## config.mk

```make
export PLATFORM = sky130hd
export DESIGN_NAME = wb_master_arbiter
export DESIGN_NICKNAME = d
export VERILOG_FILES = /design/src/rtl/wb_master_arbiter_pkg.sv /design/src/rtl/wb_master_arbiter_watchdog.sv /design/src/rtl/wb_master_arbiter.sv
export SDC_FILE = /design/constraint.sdc
export NUM_CORES = 1
export LEC_CHECK = 0
export BUFFER_PORTS_ARGS = -buffer_cell sky130_fd_sc_hd__buf_2
export CORE_AREA = 2 2 121 123
export DETAILED_ROUTE_END_ITERATION = 10
export DIE_AREA = 0 0 123 125
export GPL_TIMING_DRIVEN = 0
export SYNTH_ARGS = -nofsm -noshare
export SYNTH_HDL_FRONTEND = slang
export SYNTH_SLANG_ARGS = --single-unit
```

## constraint.sdc

```tcl
create_clock -name clk -period 3.1 [get_ports clk]
set_clock_uncertainty 0.15 [all_clocks]
set_input_delay 0.31 -clock clk [delete_from_list [all_inputs] [get_ports clk]]
set_output_delay 0.31 -clock clk [all_outputs]
set_load 0.01 [all_outputs]
```

## src/rtl/wb_master_arbiter_pkg.sv

```systemverilog
// Shared SoC bus definitions: arbiter state encoding, default bus widths and
// the two-master grant selection rule.
package wb_master_arbiter_pkg;

    localparam int WB_AW = 32;
    localparam int WB_DW = 32;

    typedef enum logic [1:0] {
        ST_IDLE = 2'b00,
        ST_OWN0 = 2'b01,
        ST_OWN1 = 2'b10
    } arb_state_e;

    // Ties go to the master that was not granted last.
    function automatic arb_state_e arb_pick(input logic cyc0, input logic cyc1, input logic last);
        arb_state_e pick;
        case ({cyc0, cyc1})
            2'b11:   pick = last ? ST_OWN0 : ST_OWN1;
            2'b10:   pick = ST_OWN0;
            2'b01:   pick = ST_OWN1;
            default: pick = ST_IDLE;
        endcase
        return pick;
    endfunction

endpackage

```

## src/rtl/wb_master_arbiter_watchdog.sv

```systemverilog
// Saturating ack-less cycle counter; o_expired is high while the count sits
// at TIMEOUT.
module wb_watchdog #(
    parameter int TIMEOUT = 255
) (
    input  logic clk,
    input  logic reset,
    input  logic i_clear,
    input  logic i_enable,
    output logic o_expired
);

    localparam logic [7:0] LIMIT = 8'(TIMEOUT);

    logic [7:0] r_count;

    // Count ack-less owned cycles, saturating at LIMIT.
    always_ff @(posedge clk) begin
        if (!reset) begin
            r_count <= 8'd0;
        end else if (i_clear) begin
            r_count <= 8'd0;
        end else if (i_enable && (r_count < LIMIT)) begin
            r_count <= r_count + 8'd1;
        end else begin
            r_count <= r_count;
        end
    end

    assign o_expired = (r_count == LIMIT);

endmodule

```

## src/rtl/wb_master_arbiter.sv

```systemverilog
// Two-master Wishbone arbiter: round-robin grant held for the whole cycle,
// combinational bus routing, watchdog abort with a one-cycle err pulse.
module wb_master_arbiter #(
    parameter int AW      = wb_master_arbiter_pkg::WB_AW,
    parameter int DW      = wb_master_arbiter_pkg::WB_DW,
    parameter int TIMEOUT = 255
) (
    input  logic          clk,
    input  logic          reset,
    input  logic          i_m0_cyc,
    input  logic          i_m0_stb,
    input  logic          i_m0_we,
    input  logic [AW-1:0] i_m0_addr,
    input  logic [DW-1:0] i_m0_data,
    output logic [DW-1:0] o_m0_data,
    output logic          o_m0_ack,
    output logic          o_m0_stall,
    output logic          o_m0_err,
    input  logic          i_m1_cyc,
    input  logic          i_m1_stb,
    input  logic          i_m1_we,
    input  logic [AW-1:0] i_m1_addr,
    input  logic [DW-1:0] i_m1_data,
    output logic [DW-1:0] o_m1_data,
    output logic          o_m1_ack,
    output logic          o_m1_stall,
    output logic          o_m1_err,
    output logic          o_wb_cyc,
    output logic          o_wb_stb,
    output logic          o_wb_we,
    output logic [AW-1:0] o_wb_addr,
    output logic [DW-1:0] o_wb_data,
    input  logic [DW-1:0] i_wb_data,
    input  logic          i_wb_ack,
    input  logic          i_wb_stall
);

    import wb_master_arbiter_pkg::*;

    arb_state_e r_state;
    arb_state_e w_next_state;
    logic       r_last;
    logic       w_next_last;
    logic       w_expired;
    logic       w_owned;
    logic       w_timeout;

    assign w_owned   = (r_state != ST_IDLE);
    // An ack arriving in the expiry cycle wins over the abort.
    assign w_timeout = w_owned & w_expired & ~i_wb_ack;

    wb_watchdog #(
        .TIMEOUT (TIMEOUT)
    ) u_watchdog (
        .clk       (clk),
        .reset     (reset),
        .i_clear   (~w_owned | i_wb_ack),
        .i_enable  (w_owned),
        .o_expired (w_expired)
    );

    // State and last-granted registers.
    always_ff @(posedge clk) begin
        if (!reset) begin
            r_state <= ST_IDLE;
            r_last  <= 1'b1;
        end else begin
            r_state <= w_next_state;
            r_last  <= w_next_last;
        end
    end

    // Next-state: arbitrate in IDLE, release on cyc drop or abort.
    always_comb begin
        w_next_state = r_state;
        w_next_last  = r_last;
        case (r_state)
            ST_IDLE: begin
                w_next_state = arb_pick(i_m0_cyc, i_m1_cyc, r_last);
                if (w_next_state == ST_OWN0) begin
                    w_next_last = 1'b0;
                end else if (w_next_state == ST_OWN1) begin
                    w_next_last = 1'b1;
                end else begin
                    w_next_last = r_last;
                end
            end
            ST_OWN0: begin
                if (!i_m0_cyc || w_timeout) begin
                    w_next_state = ST_IDLE;
                end else begin
                    w_next_state = ST_OWN0;
                end
            end
            ST_OWN1: begin
                if (!i_m1_cyc || w_timeout) begin
                    w_next_state = ST_IDLE;
                end else begin
                    w_next_state = ST_OWN1;
                end
            end
            default: begin
                w_next_state = ST_IDLE;
                w_next_last  = 1'b1;
            end
        endcase
    end

    // Bus routing: owner drives the slave, slave responses go to the owner only.
    always_comb begin
        o_wb_cyc   = 1'b0;
        o_wb_stb   = 1'b0;
        o_wb_we    = 1'b0;
        o_wb_addr  = '0;
        o_wb_data  = '0;
        o_m0_data  = '0;
        o_m0_ack   = 1'b0;
        o_m0_stall = 1'b1;
        o_m0_err   = 1'b0;
        o_m1_data  = '0;
        o_m1_ack   = 1'b0;
        o_m1_stall = 1'b1;
        o_m1_err   = 1'b0;
        case (r_state)
            ST_OWN0: begin
                o_wb_cyc   = i_m0_cyc & ~w_timeout;
                o_wb_stb   = i_m0_stb & ~w_timeout;
                o_wb_we    = i_m0_we;
                o_wb_addr  = i_m0_addr;
                o_wb_data  = i_m0_data;
                o_m0_data  = i_wb_data;
                o_m0_ack   = i_wb_ack;
                o_m0_stall = i_wb_stall;
                o_m0_err   = w_timeout;
            end
            ST_OWN1: begin
                o_wb_cyc   = i_m1_cyc & ~w_timeout;
                o_wb_stb   = i_m1_stb & ~w_timeout;
                o_wb_we    = i_m1_we;
                o_wb_addr  = i_m1_addr;
                o_wb_data  = i_m1_data;
                o_m1_data  = i_wb_data;
                o_m1_ack   = i_wb_ack;
                o_m1_stall = i_wb_stall;
                o_m1_err   = w_timeout;
            end
            default: begin
                o_wb_cyc   = 1'b0;
                o_m0_stall = 1'b1;
                o_m1_stall = 1'b1;
            end
        endcase
    end

endmodule

```

==> impl_metrics.py <==
metrics = {
    "routing": {
        "vias": 3440,
        "drc": 0,
        "dr.pass1.iters": 4,
        "drt_wl_total_um": 11500,
        "wl_per_cell_um": 14.4,
        "via_per_inst": 4.29,
        "ant_nets": 0,
        "drt_iter0_drc": 112,
    },
    "synth": {
        "ys_seq_elements": 11,
        "syn_nets": 483,
        "netlist_area_um2": 2160,
        "ys_types": 36,
        "ys_warn_count": 0,
        "synth_flop_cell": "dfxtp_1",
        "syn_avg_cell_area_um2": 7.05,
        "ys_seq_area_share_pct": 10.2,
        "synth_edf_count": 0,
        "syn_inst": 307,
        "synthArstFlopShare_pct": 0,
    },
    "timing": {
        "finalSetupTns_ps": 0,
        "timing.final.crit_share_pct": 89.4,
        "finalSetupViolCount": 0,
        "rsz0062_at_grt": "false",
        "hold_viol": 0,
        "relSlewSlack_pct": 51.1,
        "tightest_slew_ps": 734,
        "slew_violations": 0,
        "min_period_ps": 2770,
        "clock.fmax_mhz": 361,
    },
    "cells_and_area": {
        "layout-drive-gt1-share_pct": 53.0,
        "nNetsFinal": 794,
        "syn_to_final_growth_pct": 85.1,
        "fin_area_um2": 4000,
        "diodes": 0,
    },
    "pwr": {
        "switching_share_pct": 39.3,
        "design_power_total_mw": 1.00,
        "powerDensity_nw_per_um2": 250,
        "clkPwrFrac_pct": 24.0,
        "power_frac_comb_pct": 61.1,
        "p_sw_uw": 394,
        "power.leakage_nw": 2.16,
        "ir_worst_vdd_mv": 0.212,
        "seqPwrFrac_pct": 14.9,
        "internal_power_uw": 607,
    },
    "cts": {
        "clock_latency_ps": 240,
        "cts_resized": 0,
        "htree_levels": 1,
        "cts_hold_buf": 0,
        "clk_pin_slew_worst_paths_ps": 40,
        "clock-sinks": 11,
        "cts_buffers": 3,
        "root_buffer": "clkbuf_16",
        "post_cts_buffers": 0,
        "cts_tree": "done",
        "clk_path_buf_depth": 2,
    },
    "floorplanning": {
        "rows": 44,
        "die_area_um2": 15400,
        "num_io_pins": 307,
        "start_util_pct": 15.2,
        "die-height_um": 125,
        "fp.coreArea_um2": 14200,
        "die_x_um": 123,
    },
    "global_routing": {
        "busiest_layer": "met2",
        "use_met2_pct": 24.8,
        "grt_pass1_vias": 3083,
        "grt_pass1_wl_um": 16700,
        "track_usage_pct": 13.7,
        "grt_max_degree": 11,
        "antenna_found_initial": 0,
        "use_met1_pct": 18.0,
        "grt-ovfl-total": 0,
        "gr-usage-met3_pct": 1.41,
    },
    "place": {
        "post_dp_cell_area_um2": 3930,
        "hpwlAfterDp_um": 9680,
        "globalplace.congestion": 0.841,
        "portBuffers": 306,
    },
    "setup_path": {
        "worst_setup_path_end_kind": "output pin",
        "cp_max_fo": 10,
        "start_kind": "flop",
        "crit_required_ps": 2640,
        "path_class": "reg2out",
        "crit_arrival_ps": 2310,
    },
    "worst_hold_path": {
        "hold_path_class": "in2reg",
    },
    "flow_run": {
        "max_cap_viol_count": 0,
    },
    "status": {
        "status": "completed",
    },
}
-- final timing paths --
| path | startpoint | end | slack, ps | cells after the start |
|---|---|---|---|---|
| hold / removal | reset | r_last | 110 | 2 |
| setup reg to reg | r_state[0] | r_last | 1190 | 6 |
| hold reg to reg | u_watchdog.r_count[1] | u_watchdog.r_count[1] | 340 | 2 |
| setup / recovery | r_state[0] | o_wb_data[21] | 330 | 6 |
-- cell type report --
| cell class | instances | area [um^2] |
|---|---|---|
| repair buffers | 306 | 1530 |
| inverters | 2 | 7.51 |
| fillers | 1634 | 10200 |
| flip-flops and latches | 11 | 220 |
| multi-input cells | 263 | 1800 |
| clock buffers | 4 | 78.8 |
| well taps | 184 | 230 |
| plain buffers | 31 | 140 |
-- placed cells by master, fill, tap and decap left out, types with 2 or more instances in the layout --
cell type    n
nand4_1      3
nor2_1       2
clkbuf_1    18
buf_2      315
a21oi_1      3
dfxtp_1     11
nor2b_1     66
inv_1        2
nor3b_1      2
o21ai_0      6
nand2_1      8
a22oi_1     65
nand2b_1     4
and4b_1      2
buf_1        2
ha_1         6
mux2i_1      4
and2_1      69
and3_1       3
clkbuf_16    3
nand3_1      4
a31oi_1      4
-- metrics by stage --
step                worst slack (ps)  util (%)  instances  hold slack (ps)
floorplan                       1240         -        307              222
global placement                 526      27.6        797              323
detailed placement               522      27.6        797              335
CTS                              246      28.2        801              113
global route                    98.9      28.2        801              124
finish                           329      28.2        801              114
-- flip-flops by register name, indices dropped and copies added (netlist names) --
register / cells
u_watchdog.r_count: 8
r_state: 2
r_last: 1
-- Yosys cell counts (4+ instances only) --
cell | n | area, um^2
buf_2 | 9 | 45.0
nor2b_1 | 66 | 413
nand2_1 | 8 | 30.0
nand2b_1 | 4 | 25.0
a31oi_1 | 4 | 25.0
clkbuf_1 | 17 | 63.8
dfxtp_1 | 11 | 220
ha_1 | 6 | 75.1
a22oi_1 | 65 | 488
o21ai_0 | 6 | 30.0
mux2i_1 | 4 | 40.0
nand3_1 | 4 | 20.0
and2_1 | 69 | 432
-- kinds of logic (layout without fill, tap and decap cells) --
kind of cell	Yosys count	in the layout	share of synthesized area [%]
buffers and inverters	33	343	6.82
flip-flops	11	11	10.2
AO/OA/AOI/OAI	81	81	27.1
AND/OR/NAND/NOR	172	172	50.5
adder cells (fa/ha/maj)	6	6	3.47
multiplexers	4	4	1.85
-- power by group through the flow --
| stage | Sequential, mW | Combinational, mW | Clock, mW |
|---|---|---|---|
| floorplan | 0.151 | 0.325 | 0 |
| global placement | 0.151 | 0.617 | 0 |
| detailed placement | 0.152 | 0.619 | 0 |
| CTS | 0.149 | 0.622 | 0.247 |
| global route | 0.150 | 0.679 | 0.253 |
| finish | 0.149 | 0.612 | 0.240 |
-- routing by layer --
| layer | part of all wire, % | up-vias |
|---|---|---|
| li1 | - | 1708 |
| met1 | 42 | 1564 |
| met2 | 50 | 159 |
| met3 | 7.4 | 9 |
| met4 | 0.62 | 0 |
| met5 | 0 | - |
-- critical path: stages, from the launching register on --
cell	delay, ps
dfxtp_1	350
inv_1	70
ha_1	430
clkbuf_1	440
clkbuf_1	350
nor2b_1	250
buf_2	170
Power figures use the tool's default switching activity.
